<file path="config.mk">
export PLATFORM = sky130hd
export DESIGN_NAME = mac_seq_ctrl
export DESIGN_NICKNAME = d
export VERILOG_FILES = /design/src/rtl/mac_seq_ctrl_pkg.sv /design/src/rtl/mac_seq_down_counter.sv /design/src/rtl/mac_seq_ctrl.sv
export SDC_FILE = /design/constraint.sdc
export NUM_CORES = 1
export LEC_CHECK = 0
export CAP_MARGIN = 25
export CORE_MARGIN = 3
export CORE_UTILIZATION = 55
export CTS_BUF_LIST = sky130_fd_sc_hd__clkbuf_4 sky130_fd_sc_hd__clkbuf_8
export DETAILED_ROUTE_END_ITERATION = 12
export DONT_BUFFER_PORTS = 1
export PLACE_DENSITY = 0.7
export SLEW_MARGIN = 25
export SYNTH_ARGS = -nofsm -noshare
export SYNTH_HDL_FRONTEND = slang
export SYNTH_HIERARCHICAL = 1
export SYNTH_SLANG_ARGS = --single-unit
</file>
<file path="constraint.sdc">
create_clock -name clk -period 3.98 [get_ports clk]
set_clock_uncertainty 0.1 [all_clocks]
set_input_delay 1.194 -clock clk [delete_from_list [all_inputs] [get_ports clk]]
set_output_delay 1.194 -clock clk [all_outputs]
set_load 0.05 [all_outputs]
</file>
<file path="src/rtl/mac_seq_ctrl_pkg.sv">
// Shared definitions for the MAC sequencing controller: mode codes, FSM state
// encoding and the reserved-mode mapping used when a job is latched.
package mac_seq_ctrl_pkg;

    localparam logic [1:0] MAC_SINGLE    = 2'd0;
    localparam logic [1:0] MAC_DUAL      = 2'd1;
    localparam logic [1:0] MAC_QUAD      = 2'd2;
    localparam logic [1:0] MAC_MODE_RSVD = 2'd3;

    localparam int DRAIN_CNT_WIDTH = 4;

    typedef enum logic [2:0] {
        ST_IDLE  = 3'd0,
        ST_CLR   = 3'd1,
        ST_RUN   = 3'd2,
        ST_DRAIN = 3'd3,
        ST_DONE  = 3'd4
    } seq_state_e;

    // The reserved code would leave lanes in an undefined arrangement, so it runs as single.
    function automatic logic [1:0] legal_mode(input logic [1:0] mode);
        logic [1:0] result;
        case (mode)
            MAC_SINGLE, MAC_DUAL, MAC_QUAD: result = mode;
            default:                        result = MAC_SINGLE;
        endcase
        return result;
    endfunction

endpackage

</file>
<file path="src/rtl/mac_seq_down_counter.sv">
// Loadable down counter with a zero flag; load wins over decrement, and the
// count holds at zero instead of wrapping.
module mac_seq_down_counter #(
    parameter int WIDTH = 8
) (
    input  logic             clk,
    input  logic             rst,
    input  logic             load,
    input  logic [WIDTH-1:0] load_val,
    input  logic             dec,
    output logic [WIDTH-1:0] count,
    output logic             zero
);

    logic [WIDTH-1:0] count_q;
    logic [WIDTH-1:0] count_d;

    always_comb begin
        count_d = count_q;
        if (load) begin
            count_d = load_val;
        end else if (dec && (count_q != '0)) begin
            count_d = count_q - WIDTH'(1);
        end
    end

    always_ff @(posedge clk or negedge rst) begin
        if (!rst) begin
            count_q <= '0;
        end else begin
            count_q <= count_d;
        end
    end

    assign count = count_q;
    assign zero  = (count_q == '0);

endmodule

</file>
<file path="src/rtl/mac_seq_ctrl.sv">
// Job sequencer for the MAC lanes and combiner: clear, admit N beats, drain the
// pipeline, then hold the result. Optional stall counter: MAC_SEQ_STALL_CNT_EN.
module mac_seq_ctrl #(
    parameter int MAC_CONF_WIDTH = 3,
    parameter int LEN_WIDTH      = 8,
    parameter int PIPE_LAT       = 2
) (
    input  logic                      clk,
    input  logic                      rst,
    input  logic                      cmd_valid,
    output logic                      cmd_ready,
    input  logic [MAC_CONF_WIDTH-1:0] cmd_cfg,
    input  logic [LEN_WIDTH-1:0]      cmd_len,
    input  logic                      op_valid,
    output logic                      op_ready,
    output logic                      mac_en,
    output logic                      mac_clr,
    output logic [MAC_CONF_WIDTH-1:0] mac_cfg,
    output logic                      res_valid,
    input  logic                      res_ready,
    output logic                      busy
`ifdef MAC_SEQ_STALL_CNT_EN
    ,
    output logic [15:0]               stall_cnt
`endif
);

    import mac_seq_ctrl_pkg::*;

    localparam logic [DRAIN_CNT_WIDTH-1:0] DRAIN_LOAD = DRAIN_CNT_WIDTH'(PIPE_LAT);

    seq_state_e state_q;
    seq_state_e state_d;

    logic [MAC_CONF_WIDTH-1:0] mac_cfg_q;
    logic [MAC_CONF_WIDTH-1:0] mac_cfg_d;

    logic cmd_ready_q;
    logic op_ready_q;
    logic mac_clr_q;
    logic res_valid_q;
    logic busy_q;

    logic cmd_accept;
    logic beat_load;
    logic beat_dec;
    logic drain_load;
    logic drain_dec;
    logic beat_fire;

    logic [LEN_WIDTH-1:0]       beat_cnt;
    logic                       beat_zero;
    logic [DRAIN_CNT_WIDTH-1:0] drain_cnt;
    logic                       drain_zero;

    assign beat_fire = op_valid & op_ready_q;

    // Next-state logic; leaving CLR or RUN skips DRAIN entirely when there is no pipeline latency.
    always_comb begin
        state_d    = state_q;
        mac_cfg_d  = mac_cfg_q;
        cmd_accept = 1'b0;
        beat_load  = 1'b0;
        beat_dec   = 1'b0;
        drain_load = 1'b0;
        drain_dec  = 1'b0;
        case (state_q)
            ST_IDLE: begin
                if (cmd_valid) begin
                    cmd_accept     = 1'b1;
                    beat_load      = 1'b1;
                    mac_cfg_d      = cmd_cfg;
                    mac_cfg_d[1:0] = legal_mode(cmd_cfg[1:0]);
                    state_d        = ST_CLR;
                end
            end
            ST_CLR: begin
                if (!beat_zero) begin
                    state_d = ST_RUN;
                end else if (PIPE_LAT == 0) begin
                    state_d = ST_DONE;
                end else begin
                    drain_load = 1'b1;
                    state_d    = ST_DRAIN;
                end
            end
            ST_RUN: begin
                if (beat_fire) begin
                    beat_dec = 1'b1;
                    if (beat_cnt == LEN_WIDTH'(1)) begin
                        if (PIPE_LAT == 0) begin
                            state_d = ST_DONE;
                        end else begin
                            drain_load = 1'b1;
                            state_d    = ST_DRAIN;
                        end
                    end
                end
            end
            ST_DRAIN: begin
                drain_dec = 1'b1;
                if (drain_zero || (drain_cnt == DRAIN_CNT_WIDTH'(1))) begin
                    state_d = ST_DONE;
                end
            end
            ST_DONE: begin
                if (res_ready) begin
                    state_d = ST_IDLE;
                end
            end
            default: begin
                state_d = ST_IDLE;
            end
        endcase
    end

    // Outputs are decoded from the next state so they line up with state_q without a decode delay.
    always_ff @(posedge clk or negedge rst) begin
        if (!rst) begin
            state_q     <= ST_IDLE;
            mac_cfg_q   <= '0;
            cmd_ready_q <= 1'b1;
            op_ready_q  <= 1'b0;
            mac_clr_q   <= 1'b0;
            res_valid_q <= 1'b0;
            busy_q      <= 1'b0;
        end else begin
            state_q     <= state_d;
            mac_cfg_q   <= mac_cfg_d;
            cmd_ready_q <= (state_d == ST_IDLE);
            op_ready_q  <= (state_d == ST_RUN);
            mac_clr_q   <= (state_d == ST_CLR);
            res_valid_q <= (state_d == ST_DONE);
            busy_q      <= (state_d != ST_IDLE);
        end
    end

    mac_seq_down_counter #(
        .WIDTH (LEN_WIDTH)
    ) u_beat_counter (
        .clk      (clk),
        .rst      (rst),
        .load     (beat_load),
        .load_val (cmd_len),
        .dec      (beat_dec),
        .count    (beat_cnt),
        .zero     (beat_zero)
    );

    mac_seq_down_counter #(
        .WIDTH (DRAIN_CNT_WIDTH)
    ) u_drain_counter (
        .clk      (clk),
        .rst      (rst),
        .load     (drain_load),
        .load_val (DRAIN_LOAD),
        .dec      (drain_dec),
        .count    (drain_cnt),
        .zero     (drain_zero)
    );

`ifdef MAC_SEQ_STALL_CNT_EN
    logic [15:0] stall_cnt_q;
    logic [15:0] stall_cnt_d;
    logic        stall_cycle;

    // A stall is the operand side starving RUN or the consumer holding off DONE.
    assign stall_cycle = ((state_q == ST_RUN) && !op_valid) ||
                         ((state_q == ST_DONE) && !res_ready);

    always_comb begin
        stall_cnt_d = stall_cnt_q;
        if (cmd_accept) begin
            stall_cnt_d = '0;
        end else if (stall_cycle && (stall_cnt_q != 16'hFFFF)) begin
            stall_cnt_d = stall_cnt_q + 16'd1;
        end
    end

    always_ff @(posedge clk or negedge rst) begin
        if (!rst) begin
            stall_cnt_q <= '0;
        end else begin
            stall_cnt_q <= stall_cnt_d;
        end
    end

    assign stall_cnt = stall_cnt_q;
`endif

    assign cmd_ready = cmd_ready_q;
    assign op_ready  = op_ready_q;
    assign mac_en    = beat_fire;
    assign mac_clr   = mac_clr_q;
    assign mac_cfg   = mac_cfg_q;
    assign res_valid = res_valid_q;
    assign busy      = busy_q;

endmodule

</file>
==> impl_metrics.env <==
export IMPL_vias=1010
export IMPL_synth_top_area_cell="dfrtp_1"
export IMPL_fill_cells=206
export IMPL_synth_avg_cell_area_um2=9.70
export IMPL_regToRegSetupSlack_ns=1.06
export IMPL_cp_endpoint="u_drain_counter/count[3]"
export IMPL_ys_seq_area_frac=0.437
export IMPL_drc=0
export IMPL_dp_hpwl_um=1830
export IMPL_place_ws_ns=0.760
export IMPL_rsz0062_at_grt="no"
export IMPL_clk_latency_ns=0.30
export IMPL_initial_core_util=0.590
export IMPL_clk_pin_slew_worst_paths_ns=0.13
export IMPL_hold_class="in2async"
export IMPL_die_h_um=55.0
export IMPL_cts_buffers=3
export IMPL_crit_path_end_kind="register"
export IMPL_pwr_share_clk=0.109
export IMPL_cp_start_kind="register"
export IMPL_hold_buffers=0
export IMPL_routed_via_density=6.05
export IMPL_die_x_um=55.0
export IMPL_period_share=0.733
export IMPL_wl_per_cell_um=15.0
export IMPL_cts_tree="done"
export IMPL_core_rowCount=17
export IMPL_crit_path_start="u_beat_counter/count[0]"
export IMPL_ant_nets=0
export IMPL_status="finished, final reports clean"
export IMPL_drive_above_1_share=0.101
export IMPL_netlist_area_um2=1320
export IMPL_grt_max_degree=24
export IMPL_switchingPower_mw=0.503
export IMPL_worstPathRequired_ns=4.08
export IMPL_arrival_ns=3.01
export IMPL_async_reset_ff_frac=1.00
export IMPL_antenna_found_initial=0
export IMPL_period_needed_ns=2.92
export IMPL_worst_slew_pin_slew_ns=0.698
export IMPL_yosysWarnings=6
export IMPL_regToRegEndpoint="u_drain_counter/count[3]"
export IMPL_swShare=0.472
export IMPL_overflow=0
export IMPL_die_area_um2=3020
export IMPL_place_port_buffers=0
export IMPL_synth_edff_count=0
export IMPL_cts_max_level=1
export IMPL_fin_nets=159
export IMPL_dr_pass1_iters=4
export IMPL_synth_cell_types=51
export IMPL_timing_setup_tns_ns=0
export IMPL_worst_path_max_fanout=10
export IMPL_leakage_nw=0.574
export IMPL_grt_pass1_vias=897
export IMPL_route_met3_wl_um=159
export IMPL_drt_wl_total_um=2500
export IMPL_n_antenna_cell=0
export IMPL_p_per_area_nw_per_um2=780
export IMPL_hold_violations=0
export IMPL_r2r_start="u_beat_counter/count[0]"
export IMPL_ioPinCount=25
export IMPL_cts_root_buf="clkbuf_4"
export IMPL_cts_resized=0
export IMPL_p_int_mw=0.564
export IMPL_areaGrowthSynthToFinish_pct=3.70
export IMPL_synth_cells=136
export IMPL_ys_seq_elements=23
export IMPL_drv_slew=0
export IMPL_synthFlopType="dfrtp_1"
export IMPL_cap_violations=0
export IMPL_wl_met2_um=1110
export IMPL_clock_sinks=23
export IMPL_setup_worst_path_class="reg2reg"
export IMPL_top_layer="met4"
export IMPL_post_cts_buffers=0
export IMPL_clock_path_buffers=2
export IMPL_grt_use_total=0.189
export IMPL_fp_coreArea_um2=2230
export IMPL_max_freq_mhz=343
export IMPL_combinationalPowerShare=0.368
export IMPL_netlist_top_cells_count="dfrtp_1, nand2_1, nor2_1"
export IMPL_power_frac_seq=0.523
export IMPL_slew_headroom=0.531
export IMPL_yosys_top_cells_area="dfrtp_1, nand2_1, ha_1, nor3b_1, nor2_1"
export IMPL_setup_violations=0
export IMPL_globalplace_congestion=0.798
export IMPL_yosysTopAreaCellShare=0.417
export IMPL_grt_pass1_wl_um=4150
export IMPL_fin_ws_ns=1.06
export IMPL_drtIter0Drc=11
export IMPL_synth_most_common_cell="dfrtp_1"
export IMPL_ir_worst_vdd_v=0.000380
export IMPL_wl_met1_um=1220
export IMPL_ff2ff_path_depth=8
stage by stage:
step	utilization	instance area (um^2)	std cells	hold WS [ns]	power [mW]
global placement	0.599	1340	163	0.500	0.941
global route	0.612	1370	167	0.426	1.17
detailed placement	0.599	1340	163	0.499	0.954
finish	0.612	1370	167	0.460	1.07
CTS	0.612	1370	167	0.455	1.07
floorplan	-	1330	138	0.449	0.870
registers in the layout, summed over array words and instances, names as in the netlist:
name                   count
cmd_ready                  1
res_valid                  1
op_ready                   1
mac_cfg                    3
u_drain_counter/count      4
busy                       1
state_q                    3
mac_clr                    1
u_beat_counter/count       8
cells in the final DEF (no fill, tap or decap), types with 2 or more instances in the layout:
| cell type | synthesis | routed |
|---|---|---|
| nand3_1 | 2 | 2 |
| nand2_1 | 15 | 15 |
| inv_1 | 7 | 7 |
| nand3b_1 | 3 | 3 |
| nor3_1 | 6 | 6 |
| a31oi_1 | 2 | 2 |
| o21ai_0 | 6 | 6 |
| clkbuf_4 | 0 | 4 |
| dfrtp_1 | 22 | 22 |
| or4_1 | 4 | 4 |
| conb_1 | 2 | 4 |
| and2_1 | 2 | 2 |
| nor2_1 | 9 | 9 |
| a21oi_1 | 4 | 4 |
| nand4_1 | 3 | 3 |
| or3_1 | 2 | 2 |
| ha_1 | 3 | 3 |
| nor3b_1 | 5 | 5 |
| nor4_1 | 2 | 2 |
| a221o_1 | 3 | 3 |
| nor4b_1 | 2 | 2 |
layout make-up:
class                      instances  area [um^2]  share of cell area
timing repair buffer               1         7.51             0.00549
tap                               28         35.0              0.0256
sequential                        23          577               0.422
multi-input combinational        102          683               0.500
inverter                           9         35.0              0.0256
clock buffer                       4         30.0              0.0220
critical path, stage by stage (launching register included):
cell     delay, ns
dfrtp_1       0.44
inv_1         0.12
ha_1          0.20
or3b_2        0.49
nor2_1        0.16
or4bb_1       0.57
nand2_1       0.29
nor3_1        0.10
a221o_1       0.33
per-layer routing:
layer,vias to the layer above,track usage
met5,-,0
met4,0,0.0486
met1,474,0.274
met2,23,0.280
li1,511,-
met3,2,0.0509
cells by family after synthesis:
kind of cell    Yosys count  share of synthesized area
simple gates             67                      0.320
compound gates           28                      0.158
flops                    23                      0.437
buf+inv                  13                     0.0503
fa+ha+maj                 3                     0.0285
other cells               2                    0.00569
how the worst min path moves through the flow:
stage / end / slack (ns) / depth (start not counted)
after floorplan: u_beat_counter/count[1] / 0.45 / 2
after global placement: u_beat_counter/count[4] / 0.50 / 2
after detailed placement: u_beat_counter/count[4] / 0.50 / 2
after CTS: u_beat_counter/count[6] / 0.46 / 0
after global routing: mac_clr / 0.43 / 0
final: u_beat_counter/count[6] / 0.46 / 0
power groups by stage:
stage,clock [mW],sequential (mW),combinational [mW]
2_1_floorplan,0,0.532,0.338
3_3_place_gp,0,0.561,0.380
3_5_place_dp,0,0.563,0.392
4_1_cts,0.119,0.558,0.393
5_1_grt,0.131,0.583,0.452
6_report,0.116,0.558,0.393
No activity file was read; power rests on OpenSTA's default activity.
